==> src/rtl/rename_regfile.sv <==
// rename_regfile
//   Architectural register file with per-register rename tags and per-branch
//   checkpoints of the tag table.
//
//   Ports
//     clk, rst           clock; asynchronous active-high reset
//     rdy                global enable; state holds while low
//     enCom/comTag/comData   ROB commit: value for every register still
//                            tagged with comTag
//     readAddrO/T        operand register indices
//     readDataO/T        operand values (combinational, with commit bypass)
//     readTagO/T         pending producer tag, or TAG_FREE
//     renameEn/Addr/Tag  stamp a destination register with its ROB tag
//     bNewEn/bNewNum     snapshot the tag table into a checkpoint slot
//     bFreeEn/bFreeNum   branch resolved; misTaken restores that slot
module rename_regfile #(
   parameter int                REG_NUM  = 32,
   parameter int                DATA_W   = 32,
   parameter int                TAG_W    = 4,
   parameter logic [TAG_W-1:0]  TAG_FREE = 4'b1000,
   parameter int                BR_NUM   = 4
) (
   input  logic                      clk,
   input  logic                      rst,
   input  logic                      rdy,
   input  logic                      enCom,
   input  logic [TAG_W-1:0]          comTag,
   input  logic [DATA_W-1:0]         comData,
   input  logic [4:0]                readAddrO,
   input  logic [4:0]                readAddrT,
   output logic [DATA_W-1:0]         readDataO,
   output logic [TAG_W-1:0]          readTagO,
   output logic [DATA_W-1:0]         readDataT,
   output logic [TAG_W-1:0]          readTagT,
   input  logic                      renameEn,
   input  logic [4:0]                renameAddr,
   input  logic [TAG_W-1:0]          renameTag,
   input  logic                      bNewEn,
   input  logic [$clog2(BR_NUM)-1:0] bNewNum,
   input  logic                      bFreeEn,
   input  logic [$clog2(BR_NUM)-1:0] bFreeNum,
   input  logic                      misTaken
);

   localparam int BW = $clog2(BR_NUM);

   logic [DATA_W-1:0] data_q [REG_NUM];
   logic [TAG_W-1:0]  tag_q  [REG_NUM];
   logic [TAG_W-1:0]  ckpt_q [BR_NUM][REG_NUM];

   // Per-register next-state; x0 is never written so only 1..REG_NUM-1 exist.
   logic [TAG_W-1:0]  base     [1:REG_NUM-1];
   logic [TAG_W-1:0]  tag_nxt  [1:REG_NUM-1];
   logic              hit      [1:REG_NUM-1];

   logic mis, com_vld, ren, bnew;

   // A mispredict flushes the dispatcher: its rename and checkpoint requests
   // in the same cycle belong to squashed instructions.
   assign mis     = bFreeEn & misTaken;
   assign com_vld = enCom & (comTag != TAG_FREE);
   assign ren     = renameEn & ~mis & (renameAddr != 5'd0);
   assign bnew    = bNewEn & ~mis;

   // Table update order: pick the base table (live or restored checkpoint),
   // apply the commit clear, then the rename on top so a rename beats a
   // same-cycle commit of the register's previous producer.
   for (genvar r = 1; r < REG_NUM; r++) begin : g_reg
      assign base[r]    = mis ? ckpt_q[bFreeNum][r] : tag_q[r];
      assign hit[r]     = com_vld & (base[r] == comTag);
      assign tag_nxt[r] = (ren && renameAddr == 5'(r)) ? renameTag :
                          hit[r]                        ? TAG_FREE  : base[r];
   end

   always_ff @(posedge clk or posedge rst) begin
      if (rst) begin
         for (int r = 0; r < REG_NUM; r++) begin
            data_q[r] <= '0;
            tag_q[r]  <= TAG_FREE;
         end
      end else if (rdy) begin
         for (int r = 1; r < REG_NUM; r++) begin
            tag_q[r] <= tag_nxt[r];
            if (hit[r]) data_q[r] <= comData;
         end
      end
   end

   // Checkpoints track commits too, so a later restore never resurrects a
   // tag whose value has already landed in the data array.
   always_ff @(posedge clk or posedge rst) begin
      if (rst) begin
         for (int b = 0; b < BR_NUM; b++)
            for (int r = 0; r < REG_NUM; r++)
               ckpt_q[b][r] <= TAG_FREE;
      end else if (rdy) begin
         for (int b = 0; b < BR_NUM; b++) begin
            for (int r = 1; r < REG_NUM; r++) begin
               if (bnew && bNewNum == BW'(b))
                  ckpt_q[b][r] <= tag_nxt[r];
               else if (com_vld && ckpt_q[b][r] == comTag)
                  ckpt_q[b][r] <= TAG_FREE;
            end
         end
      end
   end

   // Read ports see pre-edge state, plus the value committing this cycle.
   function automatic logic byp(input logic [TAG_W-1:0] t, input logic en,
                                input logic [TAG_W-1:0] ct);
      return en && (t != TAG_FREE) && (t == ct);
   endfunction

   always_comb begin
      readDataO = data_q[readAddrO];
      readTagO  = tag_q[readAddrO];
      if (readAddrO == 5'd0) begin
         readDataO = '0;
         readTagO  = TAG_FREE;
      end else if (byp(tag_q[readAddrO], enCom, comTag)) begin
         readDataO = comData;
         readTagO  = TAG_FREE;
      end
   end

   always_comb begin
      readDataT = data_q[readAddrT];
      readTagT  = tag_q[readAddrT];
      if (readAddrT == 5'd0) begin
         readDataT = '0;
         readTagT  = TAG_FREE;
      end else if (byp(tag_q[readAddrT], enCom, comTag)) begin
         readDataT = comData;
         readTagT  = TAG_FREE;
      end
   end

endmodule

==> config.mk <==
export PLATFORM = sky130hd
export DESIGN_NAME = rename_regfile
export DESIGN_NICKNAME = d
export VERILOG_FILES = /design/src/rtl/rename_regfile.sv
export SDC_FILE = /design/constraint.sdc
export NUM_CORES = 2
export LEC_CHECK = 0
export ABC_AREA = 1
export CAP_MARGIN = 20
export CORE_ASPECT_RATIO = 0.75
export CORE_MARGIN = 5
export CORE_UTILIZATION = 34
export CTS_CLUSTER_SIZE = 40
export DETAILED_ROUTE_END_ITERATION = 10
export PLACE_DENSITY = 0.51
export SLEW_MARGIN = 15
export SYNTH_ARGS = -nofsm -noshare
export SYNTH_HDL_FRONTEND = slang
export SYNTH_SLANG_ARGS = --single-unit
==> constraint.sdc <==
create_clock -name clk -period 58.8 [get_ports clk]
set_input_delay 8.82 -clock clk [delete_from_list [all_inputs] [get_ports clk]]
set_output_delay 8.82 -clock clk [all_outputs]
set_load 0.05 [all_outputs]
==> results.json <==
{
  "rows": 171,
  "pre_cts_slack_ns": 35.46,
  "crit_start": "readAddrT[0]",
  "firstDrtPassIters": 6,
  "final-max-slew-violation-count": 0,
  "worst-slew-pin-transition_ns": 1.219,
  "synth_most_common_cell": "nand2_1",
  "crit_fanout": 103,
  "dieArea_mm2": 0.3005,
  "synth_top_area_cell": "dfrtp_1",
  "synth-async-reset-ratio_pct": 100.0,
  "cts-resized-gates": 0,
  "tns_ns": 0,
  "initial_core_util_pct": 34.08,
  "grt_use_total_pct": 28.24,
  "yosysSeqAreaShare_pct": 41.18,
  "cts.path.max_buffers": 4,
  "synth_seq_cells": 1612,
  "final_cells": 17260,
  "post_cts_buffers": 0,
  "ioPinCount": 139,
  "arrival_ns": 14.73,
  "worstSetupStartpointType": "primary input",
  "cts-root-buf": "clkbuf_16",
  "grt_max_degree": 179,
  "cts-htree-levels": 4,
  "synth_top_area_share_pct": 37.04,
  "dieWidth_um": 631.3,
  "synthesis.area_mm2": 0.09843,
  "fillers": 30590,
  "hold_viol": 0,
  "syn_nets": 13980,
  "synth_flop_cell": "dfrtp_1",
  "worstHoldStart": "tag_q[103]",
  "cp_data_required_time_ns": 49.98,
  "final_nets": 13360,
  "grt_pass1_wl_mm": 640.7,
  "hp-class": "reg2reg",
  "fin_worst_skew_ns": 0.07093,
  "setup_viol": 0,
  "grt_pass1_vias": 89150,
  "p_per_area_mw_per_mm2": 41.12,
  "max_freq_mhz": 42.46,
  "avgSynthCellArea_um2": 7.073,
  "area_growth_pct": 9.708,
  "drc": 0,
  "finalPower_mw": 4.441,
  "wirelength_mm": 438.5,
  "layout_setup_ws_ns": 35.25,
  "synth_edf_count": 0,
  "synth_cell_types": 40,
  "rsz0062_at_grt": "no",
  "maxSlewHeadroom_pct": 17.87,
  "drv_cap": 0,
  "power_leakage_nw": 48.01,
  "clkPwrFrac_pct": 28.4,
  "routabilityCongestion": 0.8851,
  "dp_cells": 16900,
  "worstPathCellList": "buf_8 -> inv_8 -> buf_4 -> nand2_1 -> nand3_1 -> nand3_1 -> nand3_1 -> nand3_1 -> nand3_1 -> nand2_1 -> nor2_4 -> nand2_1 -> nor2_4 -> nor2_1 -> nand2_1 -> clkdlybuf4s50_1",
  "min_period_ns": 23.55,
  "die_h_um": 476.0,
  "synth_warnings": 52,
  "clock_latency_ns": 0.90,
  "route.vias.total": 97730,
  "pwr-share-seq_pct": 41.4,
  "cts.clk_slew.worst_paths_ns": 0.06,
  "antenna_found_initial": 32,
  "multiInputGateArea_mm2": 0.04983,
  "crit_top_cell": "nand3_1",
  "cts_hold_buf": 0,
  "worst-setup-path-type": "in2out",
  "p_comb_share_pct": 30.3,
  "wl_per_cell_um": 25.41,
  "r2r_start": "ckpt_q[440]",
  "dpl.hpwl_mm": 257.1,
  "yosys-top-cells-area": "dfrtp_1 (37%), nand2_1 (13%), o21ai_0 (8.2%)",
  "viasPerCell": 5.662,
  "cp_slowest_stage_delay_ns": 0.88,
  "period_share_pct": 40.06,
  "grt-ovfl-total": 0,
  "synth_common_cells": "nand2_1 (3305), o21ai_0 (1608), dfrtp_1 (1457), a21oi_1 (1301), nand3_1 (1279)",
  "cts_tree": "done",
  "status": "finished, final reports clean",
  "ant_nets": 0,
  "drtIter0Drc": 12110,
  "switching_share_pct": 37.88,
  "vdd_ir_drop_max_uv": 20.90,
  "regArea_mm2": 0.04053,
  "worstSetupEndpointType": "output port",
  "switching_power_mw": 1.682,
  "p_int_mw": 2.758,
  "synth_cells": 13920,
  "cts_buffers": 191,
  "io_buffers": 138,
  "clock-sinks": 1612,
  "drive_gt1_share_pct": 6.466,
  "core-area_mm2": 0.2888,
  "critPathSlowestCell": "nor2_4"
}
registers in the layout, indices dropped and copies added (netlist names):
register / count
data_q: 992
ckpt_q: 496
tag_q: 124
final cells by class:
cell class                      instances  area share, %
Antenna cell                           13        0.03012
Clock buffer                          282          5.245
Clock inverter                         60         0.6836
Inverter                              814          2.901
Multi-Input combinational cell      10310          46.14
Sequential cell                      1612          37.53
Tap cell                             3806          4.410
Timing Repair Buffer                  360          3.055
cell families (layout without fill, tap and decap cells):
logic type / count (synthesis) / after routing / synth area share (%)
and+or+nand+nor: 5886 / 5886 / 24.70
AOI/OAI and AO/OA: 3921 / 3921 / 21.17
buffers and inverters: 1992 / 1516 / 8.464
DFF: 1612 / 1612 / 41.18
xor gates and xnor gates: 505 / 505 / 4.493
other: 0 / 13 / 0
per-stage QoR:
stage	util (%)	hold slack, ns	cell area [um2]
floorplan	-	0.4530	98430
global placement	35.13	0.4637	101500
detailed placement	35.15	0.4706	101500
CTS	37.37	0.4793	107900
global route	37.38	0.4907	108000
finish	37.39	0.4802	108000
worst max-delay path: cells and delay by family:
family / cells / cell delay (ns)
AND/OR/NAND/NOR: 12 / 3.10
buffers and inverters: 4 / 2.41
power groups by stage:
stage               logic (mW)  registers, mW  clock network [mW]
floorplan                0.977           1.79                   0
CTS                       1.33           1.83                1.28
detailed placement        1.32           1.84                   0
global placement          1.31           1.84                   0
finish                    1.34           1.84                1.26
global route              1.51           1.89                1.32
routing by layer:
layer  global-route usage (%)  vias up  share of wire (%)
met5                        0        -              0.021
met4                    9.954       14                3.8
met3                    5.916      756                9.9
met2                    40.76     4733                 41
met1                    41.49    47250                 45
li1                         -    44970                  -
cell usage in the layout (no fill, tap or decap), drive strengths merged, types with 130 or more instances in the layout:
master	synthesis	layout
dfrtp	1457	1457
xnor2	320	320
inv	809	814
dfstp	155	155
o311ai	130	130
buf	529	241
a21oi	1364	1364
nand3	1289	1289
nor2	1166	1166
clkbuf	649	284
o21ai	2234	2234
nand2	3306	3306
xor2	185	185
worst paths after layout:
kind                                to  slack, ns  cells past startpoint
min                         tag_q[103]       0.48                      2
min in group asynchronous  data_q[465]       8.52                      2
min reg2reg                 tag_q[103]       0.48                      2
max in group asynchronous  data_q[351]      46.00                      7
max reg2reg                data_q[466]      55.00                     12
max                        readTagT[3]      35.25                     16
Power figures use the tool's default switching activity.
